[config.mk]
export PLATFORM = sky130hd
export DESIGN_NAME = usb_crc5_arbiter
export DESIGN_NICKNAME = d
export VERILOG_FILES = /design/src/rtl/usb_crc5_arbiter.sv
export SDC_FILE = /design/constraint.sdc
export NUM_CORES = 1
export LEC_CHECK = 0
export CORE_ASPECT_RATIO = 1.75
export CORE_MARGIN = 3
export CORE_UTILIZATION = 40
export CTS_BUF_LIST = sky130_fd_sc_hd__clkbuf_2 sky130_fd_sc_hd__clkbuf_4 sky130_fd_sc_hd__clkbuf_8
export DETAILED_ROUTE_END_ITERATION = 10
export GPL_ROUTABILITY_DRIVEN = 0
export PLACE_DENSITY = 0.71
export SYNTH_ARGS = -nofsm -noshare
export SYNTH_HDL_FRONTEND = slang
export SYNTH_SLANG_ARGS = --single-unit
[constraint.sdc]
create_clock -name clk -period 1.67 [get_ports clk]
set_input_delay 0.167 -clock clk [delete_from_list [all_inputs] [get_ports clk]]
set_output_delay 0.167 -clock clk [all_outputs]
set_load 0.05 [all_outputs]
[src/rtl/usb_crc5_arbiter.sv]
`default_nettype none
// ============================================================================
//  Module      : usb_crc5_arbiter
//  Description : Round-robin shared bit-serial USB CRC5 (x^5+x^2+1) engine.
//                Requester 0 (TX token builder) gets a generated CRC5.
//                Requester 1 (RX token checker) gets a generated CRC5 plus a
//                compare flag against the CRC5 it received on the wire.
//  Revision    : 1.0 - initial release
// ============================================================================
module usb_crc5_arbiter #(
    parameter int         DATA_W   = 11,
    parameter logic [4:0] CRC_INIT = 5'b11111
) (
    input  logic              clk,
    input  logic              rst,
    input  logic [1:0]        i_req_valid,
    output logic [1:0]        o_req_ready,
    input  logic [DATA_W-1:0] i_req_data0,
    input  logic [DATA_W-1:0] i_req_data1,
    input  logic [4:0]        i_req_crc1,
    output logic              o_busy,
    output logic              o_rsp_valid,
    output logic              o_rsp_id,
    output logic [4:0]        o_rsp_crc,
    output logic              o_rsp_match
);

    localparam int               CNT_W      = $clog2(DATA_W + 1);
    localparam logic [CNT_W-1:0] C_CNT_LAST = CNT_W'(DATA_W - 1);
    localparam logic [4:0]       C_POLY     = 5'b00101;

    typedef enum logic [1:0] {
        ST_IDLE  = 2'd0,
        ST_SHIFT = 2'd1,
        ST_DONE  = 2'd2
    } state_t;

    state_t             r_state;
    state_t             w_state_nxt;

    logic [4:0]         r_lfsr;
    logic [DATA_W-1:0]  r_sr;
    logic [CNT_W-1:0]   r_cnt;
    logic               r_last_grant;
    logic               r_id;
    logic [4:0]         r_crc1;
    logic               r_rsp_id;
    logic [4:0]         r_rsp_crc;
    logic               r_rsp_match;

    logic [1:0]         w_valid;
    logic               w_grant_any;
    logic               w_grant_id;
    logic               w_accept;
    logic               w_last_bit;
    logic               w_fb;
    logic [4:0]         w_lfsr_nxt;
    logic [4:0]         w_crc_final;

    // Round-robin grant: a lone requester always wins; on contention the one
    // that did not win last time is chosen. Requests are masked during reset.
    always_comb begin
        w_valid     = i_req_valid & {2{~rst}};
        w_grant_any = 1'b0;
        w_grant_id  = 1'b0;
        case (w_valid)
            2'b01: begin
                w_grant_any = 1'b1;
                w_grant_id  = 1'b0;
            end
            2'b10: begin
                w_grant_any = 1'b1;
                w_grant_id  = 1'b1;
            end
            2'b11: begin
                w_grant_any = 1'b1;
                w_grant_id  = ~r_last_grant;
            end
            default: begin
                w_grant_any = 1'b0;
                w_grant_id  = 1'b0;
            end
        endcase
    end

    // One LFSR step per SHIFT cycle, LSB of the field first.
    always_comb begin
        w_fb        = r_lfsr[4] ^ r_sr[0];
        w_lfsr_nxt  = {r_lfsr[3:0], 1'b0} ^ (w_fb ? C_POLY : 5'b00000);
        w_crc_final = ~w_lfsr_nxt;
        w_last_bit  = (r_cnt == C_CNT_LAST);
    end

    // Next-state and handshake outputs; ready only exists in IDLE.
    always_comb begin
        w_state_nxt = r_state;
        o_req_ready = 2'b00;
        w_accept    = 1'b0;
        case (r_state)
            ST_IDLE: begin
                if (w_grant_any) begin
                    o_req_ready = w_grant_id ? 2'b10 : 2'b01;
                    w_accept    = 1'b1;
                    w_state_nxt = ST_SHIFT;
                end
            end
            ST_SHIFT: begin
                if (w_last_bit) begin
                    w_state_nxt = ST_DONE;
                end
            end
            ST_DONE: begin
                w_state_nxt = ST_IDLE;
            end
            default: begin
                w_state_nxt = ST_IDLE;
            end
        endcase
    end

    // State register.
    always_ff @(posedge clk or posedge rst) begin
        if (rst) begin
            r_state <= ST_IDLE;
        end else begin
            r_state <= w_state_nxt;
        end
    end

    // Job capture on accept and the serial CRC datapath during SHIFT.
    always_ff @(posedge clk or posedge rst) begin
        if (rst) begin
            r_lfsr       <= CRC_INIT;
            r_sr         <= '0;
            r_cnt        <= '0;
            r_id         <= 1'b0;
            r_crc1       <= 5'b00000;
            r_last_grant <= 1'b1;
        end else begin
            if (r_state == ST_IDLE) begin
                if (w_accept) begin
                    r_sr         <= w_grant_id ? i_req_data1 : i_req_data0;
                    r_id         <= w_grant_id;
                    r_last_grant <= w_grant_id;
                    r_lfsr       <= CRC_INIT;
                    r_cnt        <= '0;
                    // Only the RX checker supplies a received CRC to compare.
                    if (w_grant_id) begin
                        r_crc1 <= i_req_crc1;
                    end
                end
            end else if (r_state == ST_SHIFT) begin
                r_lfsr <= w_lfsr_nxt;
                r_sr   <= r_sr >> 1;
                r_cnt  <= r_cnt + 1'b1;
            end
        end
    end

    // Result registers load on the final shift so they are valid throughout
    // DONE and hold until the next job completes.
    always_ff @(posedge clk or posedge rst) begin
        if (rst) begin
            r_rsp_id    <= 1'b0;
            r_rsp_crc   <= 5'b00000;
            r_rsp_match <= 1'b0;
        end else if ((r_state == ST_SHIFT) && w_last_bit) begin
            r_rsp_id    <= r_id;
            r_rsp_crc   <= w_crc_final;
            r_rsp_match <= r_id & (w_crc_final == r_crc1);
        end
    end

    // Status and response outputs.
    always_comb begin
        o_busy      = (r_state != ST_IDLE);
        o_rsp_valid = (r_state == ST_DONE);
        o_rsp_id    = r_rsp_id;
        o_rsp_crc   = r_rsp_crc;
        o_rsp_match = r_rsp_match;
    end

endmodule
`default_nettype wire

==> impl_metrics.json <==
{
  "status": "finished clean",
  "max_stage_delay_ns": 0.53,
  "n_antenna_cell": 0,
  "reg2reg_slack_ns": 0.15,
  "yosys_warnings": 0,
  "cts_tree": "yes",
  "syn_area_um2": 1810,
  "vias_per_cell": 5.22,
  "worst_path_max_delay_cell": "clkdlybuf4s50_1",
  "fmax_mhz": 620,
  "grt_first_pass_wirelength_um": 6850,
  "ys_ff_latch": 36,
  "worst_setup_path_start_kind": "input pin",
  "ys_seq_area_share_pct": 50.3,
  "crit_type": "in2out",
  "worstRegToRegCells": 5,
  "rr_startpoint": "r_cnt[0]",
  "finalClockSkew_ns": 0.00456,
  "worstSkewPairLatency_ns": 0.29,
  "multi_input_area_um2": 826,
  "crit_family": "buffers and inverters",
  "antenna_found_initial": 0,
  "cellLeakagePower_nw": 1.09,
  "synth.most_common_cell": "dfrtp_1",
  "first_pass_iters": 4,
  "antenna_left": 0,
  "cp.arrival_ns": 1.45,
  "final_layout_size_suffix_gt1_share_pct": 26.2,
  "post_drt_wl_per_cell_um": 15.1,
  "overflow": 0,
  "fin_crit_sh_pct": 96.7,
  "place_ws_ns": 0.00661,
  "yosysUniqueCellTypes": 34,
  "drt_wl_total_um": 4080,
  "cts_buffers": 5,
  "synth_fp_nets": 198,
  "worst_slack_ns": 0.0559,
  "final_nets": 253,
  "regArea_um2": 910,
  "io_pins": 42,
  "grt_pass1_vias": 1494,
  "yosys-top-cells-area": "dfrtp_1, dfstp_2, mux2i_1, mux2_2, a21oi_1",
  "setup_viol": 0,
  "hp-class": "in2async",
  "synth_top_area_share_pct": 41.6,
  "min_period_ns": 1.61,
  "crit_start": "i_req_valid[1]",
  "core_um2": 4230,
  "cts_buffer_depth": 2,
  "ys_top_cells_by_count": "dfrtp_1, nand2_1, a21oi_1",
  "cap_violations": 0,
  "global_route.usage.total_pct": 16.6,
  "root_buffer": "clkbuf_8",
  "r2r-end": "o_rsp_id",
  "finalMaxSlewViolations": 0,
  "synth_ff_type": "dfrtp_1",
  "num_rows": 31,
  "timing.hold.ws_ns": 0.461,
  "first_iter_violations": 26,
  "relSlewSlack_pct": 69.4,
  "drc": 0,
  "area_delta_synth_final_pct": 37.7,
  "die_w_um": 56.8,
  "synth_edf_count": 0,
  "clock-sinks": 36,
  "hpwl_um": 3020,
  "syn_inst": 165,
  "worstPathRequired_ns": 1.50,
  "dieHeight_um": 94.9,
  "power_density_nw_per_um2": 1800,
  "synth.avg_cell_area_um2": 10.9,
  "yosysTopAreaCell": "dfrtp_1",
  "cp_cell_sequence": "clkdlybuf4s50_1 -> a21boi_2 -> and2_4 -> nand2_4 -> inv_1 -> buf_6",
  "die_area_um2": 5390,
  "vias": 1409,
  "fillCellCount": 360,
  "synth-async-reset-ratio_pct": 100,
  "clkTransAtPathRegs_ns": 0.08,
  "path_buf_inv": 3,
  "end_kind": "primary output",
  "worst_pin_slew_ns": 0.459,
  "worstPathMaxFanout": 8,
  "hold_viol_final": 0,
  "htree_levels": 2,
  "numPortBuffers": 41,
  "grt_max_degree": 37,
  "vdd_drop_max_v": 0.00159,
  "start_util_pct": 42.7,
  "rsz0062_at_grt": "no"
}
==> state kept, by name, indices dropped and copies added (netlist names) <==
signal / flops
r_sr: 11
o_rsp_crc: 5
r_crc1: 5
r_lfsr: 5
r_cnt: 4
r_state: 2
o_rsp_id: 1
o_rsp_match: 1
r_id: 1
r_last_grant: 1
==> repair_timing <==
item | 4_1_cts | 5_1_grt
pin swaps | 1 | 1
gates resized for setup | 1 | 3
endpoints found under the hold margin | 0 | 0
setup buffers | 1 | 1
setup endpoints to repair | 1 | 2
hold buffers | 0 | 0
==> metal layers <==
| metal | share of wire [%] | wire (um) | vias to the layer above | track usage, % |
|---|---|---|---|---|
| met3 | 5.1 | 206 | 12 | 3.56 |
| met5 | 0 | 0 | - | 0 |
| met2 | 54 | 2220 | 40 | 31.6 |
| li1 | - | - | 690 | - |
| met4 | 2.4 | 97 | 0 | 7.74 |
| met1 | 38 | 1550 | 667 | 16.7 |
==> area by class of cell <==
type	instances	area share (%)
clock buffers	5	2.77
inverters	4	0.754
repair buffers	56	22.6
clock inverters	3	1.71
well taps	49	2.46
multi-input cells	117	33.2
flip-flops and latches	36	36.6
==> cells in the final DEF (no fill, tap or decap), types with 3 or more instances in the layout <==
cell type,n
mux2_2,7
xnor2_1,3
nand3_1,6
clkdlybuf4s50_1,30
a22o_1,4
nand2_1,15
buf_12,5
o221ai_1,6
nor2b_1,3
mux2i_1,10
dfrtp_1,29
buf_4,20
dfstp_2,6
o21ai_1,4
clkbuf_8,5
a21oi_1,14
o21ai_0,6
nand2b_1,8
nor2_1,7
xor2_1,6
inv_1,3
==> how the worst max path moves through the flow <==
stage,depth (start not counted),end,slack [ns]
3_5_place_dp,6,r_cnt[0],0.007
3_3_place_gp,5,o_req_ready[0],-0.004
2_1_floorplan,4,o_req_ready[0],0.001
6_report,6,o_req_ready[1],0.06
4_1_cts,6,o_req_ready[1],0.005
5_1_grt,6,o_req_ready[1],0.01
==> through the flow <==
step / instances / instance area (um^2) / utilization, % / total power [W] / TNS [ns]
floorplan: 165 / 1810 / - / 0.00307 / 0
global placement: 260 / 2350 / 55.6 / 0.00367 / -0.00424
detailed placement: 260 / 2350 / 55.6 / 0.00372 / 0
CTS: 269 / 2470 / 58.4 / 0.00450 / 0
global route: 270 / 2490 / 58.9 / 0.00483 / 0
finish: 270 / 2490 / 58.9 / 0.00449 / 0
==> cells by family (layout without fill, tap and decap cells) <==
kind of cell             Yosys count  in the layout  share of synthesized area [%]
AND/OR/NAND/NOR                   50             50                           14.4
adder cells (fa/ha/maj)            2              2                           1.38
XOR/XNOR                          10             10                           5.26
multiplexers                      18             18                           10.5
flip-flops                        36             36                           50.3
buffers and inverters             12             68                           4.57
AO/OA/AOI/OAI                     37             37                           13.6
==> tightest hold or removal path, cell delays in order <==
cell and delay [ns]:
clkdlybuf4s50_1 0.42, buf_4 0.15, clkinvlp_4 0.06, buf_4 0.39
==> power breakdown <==
group / switching [W] / leakage (nW) / internal, W
Sequential: 0.000342 / 0.424 / 0.00135
Clock: 0.000326 / 0.0541 / 0.000442
Combinational: 0.00110 / 0.609 / 0.000931
Total: 0.00177 / 1.09 / 0.00272
Note: power is estimated with default switching activity, not from simulation.
